--- config.mk ---
export PLATFORM = sky130hd
export DESIGN_NAME = ysyx_22040088_mdu
export DESIGN_NICKNAME = d
export VERILOG_FILES = /design/src/rtl/ysyx_22040088_pkg.sv /design/src/rtl/ysyx_22040088_mdu_iter.sv /design/src/rtl/ysyx_22040088_mdu.sv
export SDC_FILE = /design/constraint.sdc
export NUM_CORES = 2
export LEC_CHECK = 0
export CAP_MARGIN = 20
export CELL_PAD_IN_SITES_DETAIL_PLACEMENT = 2
export CELL_PAD_IN_SITES_GLOBAL_PLACEMENT = 2
export CORE_ASPECT_RATIO = 0.6
export CORE_MARGIN = 3
export CORE_UTILIZATION = 36
export DETAILED_ROUTE_END_ITERATION = 8
export PLACE_DENSITY_LB_ADDON = 0.2
export REMOVE_ABC_BUFFERS = 1
export SYNTH_ARGS = -nofsm -noshare
export SYNTH_HDL_FRONTEND = slang
export SYNTH_SLANG_ARGS = --single-unit
--- constraint.sdc ---
create_clock -name clk -period 7.1 [get_ports clk]
set_input_delay 1.065 -clock clk [delete_from_list [all_inputs] [get_ports clk]]
set_output_delay 1.065 -clock clk [all_outputs]
set_load 0.1 [all_outputs]
--- src/rtl/ysyx_22040088_pkg.sv ---
// Shared definitions for the ysyx_22040088 NPC multiply/divide unit.
//   XLEN        : datapath width
//   MDU_*       : operation class encodings driven by the control unit
//   mdu_state_t : handshake FSM states of the MDU
package ysyx_22040088_pkg;

  localparam int unsigned XLEN = 64;

  localparam logic [1:0] MDU_MUL = 2'd0;
  localparam logic [1:0] MDU_DIV = 2'd1;
  localparam logic [1:0] MDU_REM = 2'd2;

  typedef enum logic [1:0] {
    StIdle,
    StCalc,
    StDone
  } mdu_state_t;

endpackage

--- src/rtl/ysyx_22040088_mdu_iter.sv ---
// Unsigned iterative engine: one shift-add multiply step or one restoring-divide step per cycle.
// Ports:
//   clk, rst    : clock, synchronous active-high reset
//   clear       : abort the current run (counter back to 0)
//   start       : load operands and iteration count
//   is_div      : 1 = divide (a / b), 0 = multiply (a * b)
//   word        : 32 iterations instead of XLEN
//   a, b        : unsigned magnitudes
//   last        : the step taken on the next edge is the final one
//   prod_next   : product after the step taken on the next edge
//   quot_next   : quotient after the step taken on the next edge
//   rem_next    : remainder after the step taken on the next edge
module ysyx_22040088_mdu_iter #(
  parameter int unsigned XLEN = 64
) (
  input  logic              clk,
  input  logic              rst,
  input  logic              clear,
  input  logic              start,
  input  logic              is_div,
  input  logic              word,
  input  logic [XLEN-1:0]   a,
  input  logic [XLEN-1:0]   b,
  output logic              last,
  output logic [2*XLEN-1:0] prod_next,
  output logic [XLEN-1:0]   quot_next,
  output logic [XLEN-1:0]   rem_next
);

  localparam int unsigned CntWidth = $clog2(XLEN) + 1;
  localparam int unsigned WordW    = 32;

  // MUL: acc = running product, sh = multiplicand shifted left, aux = multiplier shifted right.
  // DIV: acc = partial remainder, sh = divisor, aux = dividend shifting out / quotient shifting in.
  logic [2*XLEN-1:0] acc_q, acc_d;
  logic [2*XLEN-1:0] sh_q, sh_d;
  logic [XLEN-1:0]   aux_q, aux_d;
  logic              is_div_q;
  logic [CntWidth-1:0] cnt_q;
  logic [XLEN:0]     rshift, diff;

  always_comb begin
    acc_d  = acc_q;
    sh_d   = sh_q;
    aux_d  = aux_q;
    rshift = '0;
    diff   = '0;
    if (is_div_q) begin
      rshift = {acc_q[XLEN-1:0], aux_q[XLEN-1]};
      diff   = rshift - {1'b0, sh_q[XLEN-1:0]};
      // Borrow out of the top bit means the trial subtraction failed: restore.
      if (!diff[XLEN]) begin
        acc_d = {{XLEN{1'b0}}, diff[XLEN-1:0]};
        aux_d = {aux_q[XLEN-2:0], 1'b1};
      end else begin
        acc_d = {{XLEN{1'b0}}, rshift[XLEN-1:0]};
        aux_d = {aux_q[XLEN-2:0], 1'b0};
      end
    end else begin
      acc_d = acc_q + (aux_q[0] ? sh_q : '0);
      sh_d  = {sh_q[2*XLEN-2:0], 1'b0};
      aux_d = {1'b0, aux_q[XLEN-1:1]};
    end
  end

  always_ff @(posedge clk) begin
    if (rst || clear) begin
      cnt_q    <= '0;
      is_div_q <= 1'b0;
      acc_q    <= '0;
      sh_q     <= '0;
      aux_q    <= '0;
    end else if (start) begin
      cnt_q    <= word ? CntWidth'(WordW) : CntWidth'(XLEN);
      is_div_q <= is_div;
      acc_q    <= '0;
      if (is_div) begin
        sh_q  <= {{XLEN{1'b0}}, b};
        // Word divides run 32 steps, so the dividend is pre-aligned to the top.
        aux_q <= word ? {a[WordW-1:0], {(XLEN-WordW){1'b0}}} : a;
      end else begin
        sh_q  <= {{XLEN{1'b0}}, a};
        aux_q <= b;
      end
    end else if (cnt_q != '0) begin
      cnt_q <= cnt_q - CntWidth'(1);
      acc_q <= acc_d;
      sh_q  <= sh_d;
      aux_q <= aux_d;
    end
  end

  assign last      = (cnt_q == CntWidth'(1));
  assign prod_next = acc_d;
  assign quot_next = aux_d;
  assign rem_next  = acc_d[XLEN-1:0];

endmodule

--- src/rtl/ysyx_22040088_mdu.sv ---
// Iterative multiply/divide unit for the RV64 execute stage.
// Ports:
//   clk, rst                 : clock, synchronous active-high reset
//   flush                    : abort any in-flight operation, drop the result
//   in_valid / in_ready      : request handshake (ready only in IDLE)
//   op                       : MDU_MUL / MDU_DIV / MDU_REM (3 behaves as MUL)
//   src1_signed, src2_signed : operand signedness
//   mul_hi                   : upper half of the product (64-bit MUL only)
//   word                     : *W variant, 32-bit operands, sign-extended result
//   src1, src2               : operands
//   out_valid / out_ready    : result handshake
//   result                   : result, held stable while out_valid
module ysyx_22040088_mdu #(
  parameter int unsigned XLEN = ysyx_22040088_pkg::XLEN
) (
  input  logic            clk,
  input  logic            rst,
  input  logic            flush,
  input  logic            in_valid,
  output logic            in_ready,
  input  logic [1:0]      op,
  input  logic            src1_signed,
  input  logic            src2_signed,
  input  logic            mul_hi,
  input  logic            word,
  input  logic [XLEN-1:0] src1,
  input  logic [XLEN-1:0] src2,
  output logic            out_valid,
  input  logic            out_ready,
  output logic [XLEN-1:0] result
);

  import ysyx_22040088_pkg::*;

  localparam int unsigned WordW = 32;

  function automatic logic [XLEN-1:0] sext_word(input logic [XLEN-1:0] v);
    return {{(XLEN-WordW){v[WordW-1]}}, v[WordW-1:0]};
  endfunction

  mdu_state_t state_q;
  logic       is_div_q, is_rem_q, mul_hi_q, word_q, neg_q;

  logic [XLEN-1:0] op1, op2, mag1, mag2, min_neg, spec_res;
  logic            neg1, neg2, is_divrem, res_neg, div_zero, div_ovf, special;

  logic              iter_start, iter_last;
  logic [2*XLEN-1:0] prod_next, prod_s;
  logic [XLEN-1:0]   quot_next, rem_next, quot_s, rem_s, calc_res;

  // Operand reduction, magnitudes and special-case detection on the incoming request.
  always_comb begin
    op1 = src1;
    op2 = src2;
    if (word) begin
      op1 = src1_signed ? sext_word(src1) : {{(XLEN-WordW){1'b0}}, src1[WordW-1:0]};
      op2 = src2_signed ? sext_word(src2) : {{(XLEN-WordW){1'b0}}, src2[WordW-1:0]};
    end
    neg1 = src1_signed & op1[XLEN-1];
    neg2 = src2_signed & op2[XLEN-1];
    // The most-negative value negates to itself, which is its correct unsigned magnitude.
    mag1 = neg1 ? -op1 : op1;
    mag2 = neg2 ? -op2 : op2;

    is_divrem = (op == MDU_DIV) || (op == MDU_REM);
    res_neg   = (op == MDU_REM) ? neg1 : (neg1 ^ neg2);

    min_neg  = word ? {{(XLEN-WordW+1){1'b1}}, {(WordW-1){1'b0}}} : {1'b1, {(XLEN-1){1'b0}}};
    div_zero = is_divrem && (op2 == '0);
    div_ovf  = is_divrem && src1_signed && src2_signed && (op1 == min_neg) && (op2 == '1);
    special  = div_zero || div_ovf;

    if (div_zero) begin
      spec_res = (op == MDU_REM) ? op1 : '1;
    end else begin
      spec_res = (op == MDU_REM) ? '0 : op1;
    end
    if (word) begin
      spec_res = sext_word(spec_res);
    end
  end

  // Final sign correction and selection, evaluated on the step that ends CALC.
  always_comb begin
    prod_s = neg_q ? -prod_next : prod_next;
    quot_s = neg_q ? -quot_next : quot_next;
    rem_s  = neg_q ? -rem_next : rem_next;
    if (is_rem_q) begin
      calc_res = rem_s;
    end else if (is_div_q) begin
      calc_res = quot_s;
    end else if (mul_hi_q && !word_q) begin
      calc_res = prod_s[2*XLEN-1:XLEN];
    end else begin
      calc_res = prod_s[XLEN-1:0];
    end
    if (word_q) begin
      calc_res = sext_word(calc_res);
    end
  end

  assign iter_start = (state_q == StIdle) && in_valid && !special && !flush;

  ysyx_22040088_mdu_iter #(
    .XLEN (XLEN)
  ) u_iter (
    .clk       (clk),
    .rst       (rst),
    .clear     (flush),
    .start     (iter_start),
    .is_div    (is_divrem),
    .word      (word),
    .a         (mag1),
    .b         (mag2),
    .last      (iter_last),
    .prod_next (prod_next),
    .quot_next (quot_next),
    .rem_next  (rem_next)
  );

  always_ff @(posedge clk) begin
    if (rst) begin
      state_q   <= StIdle;
      in_ready  <= 1'b1;
      out_valid <= 1'b0;
      result    <= '0;
      is_div_q  <= 1'b0;
      is_rem_q  <= 1'b0;
      mul_hi_q  <= 1'b0;
      word_q    <= 1'b0;
      neg_q     <= 1'b0;
    end else if (flush) begin
      state_q   <= StIdle;
      in_ready  <= 1'b1;
      out_valid <= 1'b0;
      result    <= '0;
    end else begin
      unique case (state_q)
        StIdle: begin
          if (in_valid) begin
            is_div_q <= (op == MDU_DIV);
            is_rem_q <= (op == MDU_REM);
            mul_hi_q <= mul_hi;
            word_q   <= word;
            neg_q    <= res_neg;
            in_ready <= 1'b0;
            if (special) begin
              state_q   <= StDone;
              out_valid <= 1'b1;
              result    <= spec_res;
            end else begin
              state_q <= StCalc;
            end
          end
        end
        StCalc: begin
          if (iter_last) begin
            state_q   <= StDone;
            out_valid <= 1'b1;
            result    <= calc_res;
          end
        end
        StDone: begin
          if (out_ready) begin
            state_q   <= StIdle;
            out_valid <= 1'b0;
            in_ready  <= 1'b1;
          end
        end
        default: begin
          state_q   <= StIdle;
          in_ready  <= 1'b1;
          out_valid <= 1'b0;
        end
      endcase
    end
  end

endmodule

# Yosys cells after proc, flatten, opt, wreduce, memory -nomap -nowiden
# Cells that the tools add are included.
# word_totals
ff_bits	401
input_bits	139
word_cells	119
output_inout_bits	66
# op_classes
addsub	8
reduce_logical	28
n_bitwise	5
mux	52
eq_ne	12
# ops
cell	count
$mux W64	26
$mux W128	6
$neg A64 Y64	4
$add A128 B128 Y128	1
$neg A128 Y128	1
$pmux W64 S2	1
$sub A65 B64 Y65	1
$eq A64 B64 Y1	1
$eq A64 B64 Y1 const B	1
$logic_not A64 Y1	1
$mux W63	1
$mux W7	3
$ne A2 B2 Y1 const B	5
$logic_and A1 B1 Y1	9
$reduce_and A3 Y1	3
$mux W1	8
$mux W2	4
$reduce_and A4 Y1	2
$eq A7 B1 Y1 const B	1
$reduce_bool A7 Y1	1
$sub A7 B1 Y7 const B	1
$pmux W1 S3	2
$pmux W2 S3	1
$eq A2 B1 Y1 const B	2
10 further kinds	19

# Longest topological paths before layout
# depth
word_depth	12
mapped_depth	29

# By module
# From an unflattened synthesis, not the netlist that was laid out.
# hier_totals
hier_cells	6890
area_unflattened_um2	46672.3
# modules_own_cells
mod	area_per_inst_um2	cells_per_inst	instances
ysyx_22040088_mdu_iter	29655.9	4202	1
ysyx_22040088_mdu	17016.3	2688	1

# Least setup slack after synthesis
# OpenSTA, ideal clock, no wires.
# synth_timing
path_kind	register to register
start	register u_iter.sh_q[7]
end	register result[60]
required_ps	6981
path_slack_ps	710
setup_ps	119
stages_incl_launch_ff	26
path_buffers	5
arrival_ps	6271
path_cell_list	dfxtp_1 -> inv_1 -> ha_1 -> a21o_1 -> a221oi_4 -> o21bai_2 -> a221oi_4 -> o32a_2 -> nand3_4 -> buf_6 -> nand2_1 -> clkbuf_1 -> clkbuf_1 -> clkbuf_1 -> buf_1 -> o21ai_0 -> a21boi_0 -> ha_1 -> and4_4 -> nand3_2 -> or4_4 -> nor3_4 -> a311oi_1 -> a2111oi_1 -> o21ai_1 -> a32o_1
# synth_between
elab_chain_len	11
# synth_lines
element	line_no	source
from (decl)	ysyx_22040088_mdu_iter.sv:36	logic [2*XLEN-1:0] sh_q, sh_d;
from (signal assigned)	ysyx_22040088_mdu_iter.sv:78	sh_q <= {{XLEN{1'b0}}, b};
from (signal assigned)	ysyx_22040088_mdu_iter.sv:82	sh_q <= {{XLEN{1'b0}}, a};
$mux W128 or $sub A65 B64 Y65 (tied branches)	ysyx_22040088_mdu_iter.sv:60, ysyx_22040088_mdu_iter.sv:50	
$add A128 B128 Y128 or $mux W64 (tied branches)	ysyx_22040088_mdu_iter.sv:60, ysyx_22040088_mdu_iter.sv:52	
$mux W128	ysyx_22040088_mdu_iter.sv:48	if (is_div_q) begin
$neg A128 Y128	ysyx_22040088_mdu.sv:85	prod_s = neg_q ? -prod_next : prod_next;
$mux W128	ysyx_22040088_mdu.sv:85	
$mux W64	ysyx_22040088_mdu.sv:92	end else if (mul_hi_q && !word_q) begin
$mux W64	ysyx_22040088_mdu.sv:90	end else if (is_div_q) begin
$mux W64 *	ysyx_22040088_mdu.sv:88	if (is_rem_q) begin
$mux W64 *	ysyx_22040088_mdu.sv:97	if (word_q) begin
$mux W64 *	ysyx_22040088_mdu.sv:157	if (iter_last) begin
$pmux W64 S2 *	ysyx_22040088_mdu.sv:138	unique case (state_q)
to (signal assigned)	ysyx_22040088_mdu.sv:150	result <= spec_res;
to (signal assigned)	ysyx_22040088_mdu.sv:160	result <= calc_res;
to (decl)	ysyx_22040088_mdu.sv:30	output logic [XLEN-1:0] result
# Every way passes the cells marked *; elsewhere a longest branch is shown, timed or not. The select of a mux whose other input is x is not followed.
# A chain may end at the register's enable or synchronous reset.

# Worst setup path in the final report
# layout_timing
start	register u_iter.acc_q[34]
end	register result[51]
# layout_between
elab_chain_len	11
# layout_lines
element	line_no	source
from (decl)	ysyx_22040088_mdu_iter.sv:35	logic [2*XLEN-1:0] acc_q, acc_d;
from (signal assigned)	ysyx_22040088_mdu_iter.sv:70	acc_q <= '0;
from (signal assigned)	ysyx_22040088_mdu_iter.sv:76	acc_q <= '0;
from (signal assigned)	ysyx_22040088_mdu_iter.sv:87	acc_q <= acc_d;
$sub A65 B64 Y65	ysyx_22040088_mdu_iter.sv:50	diff = rshift - {1'b0, sh_q[XLEN-1:0]};
$mux W64	ysyx_22040088_mdu_iter.sv:52	if (!diff[XLEN]) begin
$mux W128	ysyx_22040088_mdu_iter.sv:48	
$neg A128 Y128	ysyx_22040088_mdu.sv:85	
$mux W128	ysyx_22040088_mdu.sv:85	
$mux W64	ysyx_22040088_mdu.sv:92	
$mux W64	ysyx_22040088_mdu.sv:90	
$mux W64 *	ysyx_22040088_mdu.sv:88	
$mux W64 *	ysyx_22040088_mdu.sv:97	
$mux W64 *	ysyx_22040088_mdu.sv:157	
$pmux W64 S2 *	ysyx_22040088_mdu.sv:138	
# Marked as above.

==> impl_results.md <==
- Post-Syn Area: 0.0484 sq mm
- Min Hold Slack: 446 ps
- Leakage Power: 0.0217 uW
- Min-Delay Path Class: flip-flop to flip-flop
- CTS root buf: clkbuf_16
- Power Dens Cells: 287 mW/mm^2
- Syn_area_per_cell: 6.59 sq um
- Ys Warns: 0
- Final nets: 8017
- Total Die Area: between 0.1 and 0.15 sq mm
- Largest net degree at the start of global routing: 115
- Iter 0 DRT Violations: 10300
- Share of cells above drive strength 1: 0.131
- Slew Viols, Final: 0
- Shortest period the worst path allows: 7200 ps
- Placed cell count: 9381
- FFs w/ async S/R, synth: 0
- Pre-antenna DRT Iters: 8
- DR DRC count: 0
- Max Cap Viol: 0
- Synth top area share: 0.166
- CTS tree: yes
- DRT antenna net count: 0
- Req. time, crit path: 7690 ps
- Cell taking the most area after synthesis: dfxtp_1
- Final Hold Fails: 0
- Final setup viols: 5
- Period Utilization, post-route: 1.01
- Vias per cell: 7.13
- Reg clk slew, reported paths: 70 ps
- Multi-input gate area: around 0.039 sq mm
- Status: finished, violations left
- Top post-synthesis cells by area: dfxtp_1, a21oi_1, nand2_1, nor2_1, o21ai_0
- I/O pin cnt: 205
- Sequential cell area: between 0.008 and 0.009 sq mm
- Max frequency: 0.139 GHz
- Clock Path Buffers: 3
- Largest family of logic cells by synthesized area: compound AO/OA/AOI/OAI gates
- Post-synth cell types: 122
- EDFF count, synth: 0
- Crit path arrival time: between 7000 and 8000 ps
- Initial Utilization: 0.365
- Final-layout fill cell count: roughly 16000
- Crit path kind: flip-flop to flip-flop
- Sequential share of the synthesized area: 0.166
- Hpwl dp: 286000 um
- Num Clock Sinks: 401
- Clk_lat worst skew: 700 ps
- Core area: 0.132 sq mm
- Port bufs: 204
- GRT Residual Overflow: 0
- Drt wl/cell: 37.6 um
- Gate Count Post-Synth: 7333
- Post-synthesis simple-gate area fraction: 0.295
- Cts bufs inserted: 49
- Row count: 103
- Layout Cells excl Fill: 9522
- Ys flop type: dfxtp_1
- Compound-Gate Fraction of Synth Area: 0.334
- Slew Limit Headroom: 0.0938
- Final design utilization: 0.438
- XOR/XNOR Fraction of Synth Area: 0.0648
- CTS H-tree lvls: 2
- Most frequent cell after synthesis: nand2_1
- Antenna violations before repair: 25
- Synth Area in Adders: 0.0596
- Failing checks: negative setup slack
- Startpoint types: flip-flop
- Via count: 67900
- Mux contribution to synthesized area: 0.0255
- Worst slew pin tran: around 1400 ps
- Hold buffer count at cts: 0
- Placer Congestion: approximately 1.1
- Die width: 479 um
- Worst Skew: 64.7 ps
- FF+latch count, synth: 401
- Worst setup EP type: flip-flop
- Worst-path maximum fanout: 17
- Vias in the first global route: 66400
- Area delta synth->final: 20.1%
- Max IR drop VDD: about 0.00030 V
- First-pass GRT wire length: 502000 um
- Dpl ws: -481 ps
- Final WS setup: -99.3 ps
- Total GRT Usage: 0.487
- Most frequent cells after synthesis: nand2_1, a21oi_1, nor2_1
- Die H: approximately 290 um
- Routed WL: 358000 um
critical path: stages (launching register included):
cell and delay, ps:
dfxtp_1 720, ha_1 490, a21oi_1 410, o21ai_0 220, a21oi_1 260, o21ai_2 160, a31oi_2 390, nand3_4 300
buf_4 270, a211oi_1 440, o211ai_1 450, nor3_1 550, nand2_1 250, nand3_1 160, o21ai_0 160, a221o_1 420
a2bb2o_1 420, a21oi_2 260, buf_12 180, o21ai_1 230, a32o_1 330
layout by cell type (no fill, tap or decap), types with 49 or more instances in the layout:
cell type / netlist / final
clkdlybuf4s50_1: 0 / 203
inv_1: 163 / 159
a21o_1: 71 / 71
clkbuf_16: 0 / 50
and2_1: 165 / 165
o211ai_1: 129 / 129
nor4_1: 84 / 68
o31ai_1: 63 / 61
o21ai_0: 558 / 526
nor2_1: 859 / 842
xnor2_1: 211 / 210
nor3_1: 194 / 185
nand4_1: 164 / 164
nand3_1: 220 / 217
or3_1: 65 / 65
ha_1: 200 / 178
o21ai_1: 25 / 49
a211oi_1: 184 / 180
a31oi_1: 84 / 82
nand2_1: 929 / 925
a21oi_1: 868 / 832
dfxtp_1: 401 / 387
xor2_1: 147 / 146
buf_4: 6 / 580
mux2i_1: 94 / 94
area by class of cell:
| class | instances | area share |
|---|---|---|
| Multi-Input combinational cell | 6249 | 0.663 |
| Sequential cell | 401 | 0.139 |
| Timing Repair Buffer | 809 | 0.118 |
| Tap cell | 1785 | 0.0385 |
| Clock buffer | 59 | 0.0230 |
| Inverter | 166 | 0.0107 |
| Clock inverter | 32 | 0.00709 |
| Antenna cell | 21 | 0.000905 |
flip-flops by register name, indices dropped and copies added (netlist names):
name and count:
u_iter.acc_q 128, u_iter.sh_q 128, result 64, u_iter.aux_q 64, u_iter.cnt_q 7, state_q 2
in_ready 1, is_div_q 1, is_rem_q 1, mul_hi_q 1, neg_q 1, out_valid 1
u_iter.is_div_q 1, word_q 1
per-stage QoR:
step	setup TNS [ps]	total power, uW	area (sq um)
2_1_floorplan	-2760480	7530	46300
3_3_place_gp	-4820	12400	55300
3_5_place_dp	-3800	12700	55300
4_1_cts	-75.8	15800	57200
5_1_grt	-22.8	16900	58000
6_report	-227	16700	58100
per-layer routing:
metal | GRT usage | wire length, um
met1 | 0.663 | 147000
met2 | 0.644 | 135000
met3 | 0.261 | 61900
met4 | 0.156 | 14000
met5 | 0 | 135
power breakdown:
part	internal [uW]	switching (uW)	leakage (uW)
Clock	1590	1380	0.000846
Sequential	2400	264	0.00325
Combinational	3290	7750	0.0176
Total	7280	9390	0.0217
worst paths after layout:
| path | from | end | slack [ps] | cells past startpoint |
|---|---|---|---|---|
| max | u_iter.acc_q[34] | result[51] | -100 | 20 |
| min | u_iter.sh_q[89] | u_iter.sh_q[90] | 450 | 2 |
| max reg2reg | u_iter.acc_q[34] | result[51] | -100 | 20 |
| min reg2reg | u_iter.sh_q[89] | u_iter.sh_q[90] | 450 | 2 |
logic make-up after synthesis:
group	after synthesis
compound gates	2539
xor+xnor	358
fa+ha+maj	236
buf+inv	683
flops	401
mux	120
simple gates	2996
what timing repair did:
action,4_1_cts,5_1_grt
buffers inserted,3,19
hold endpoints to repair,0,0
cloned,0,1
endpoints found under the setup margin,31,47
pin swaps,2,22
gates resized for setup,32,163
Power figures use the tool's default switching activity.
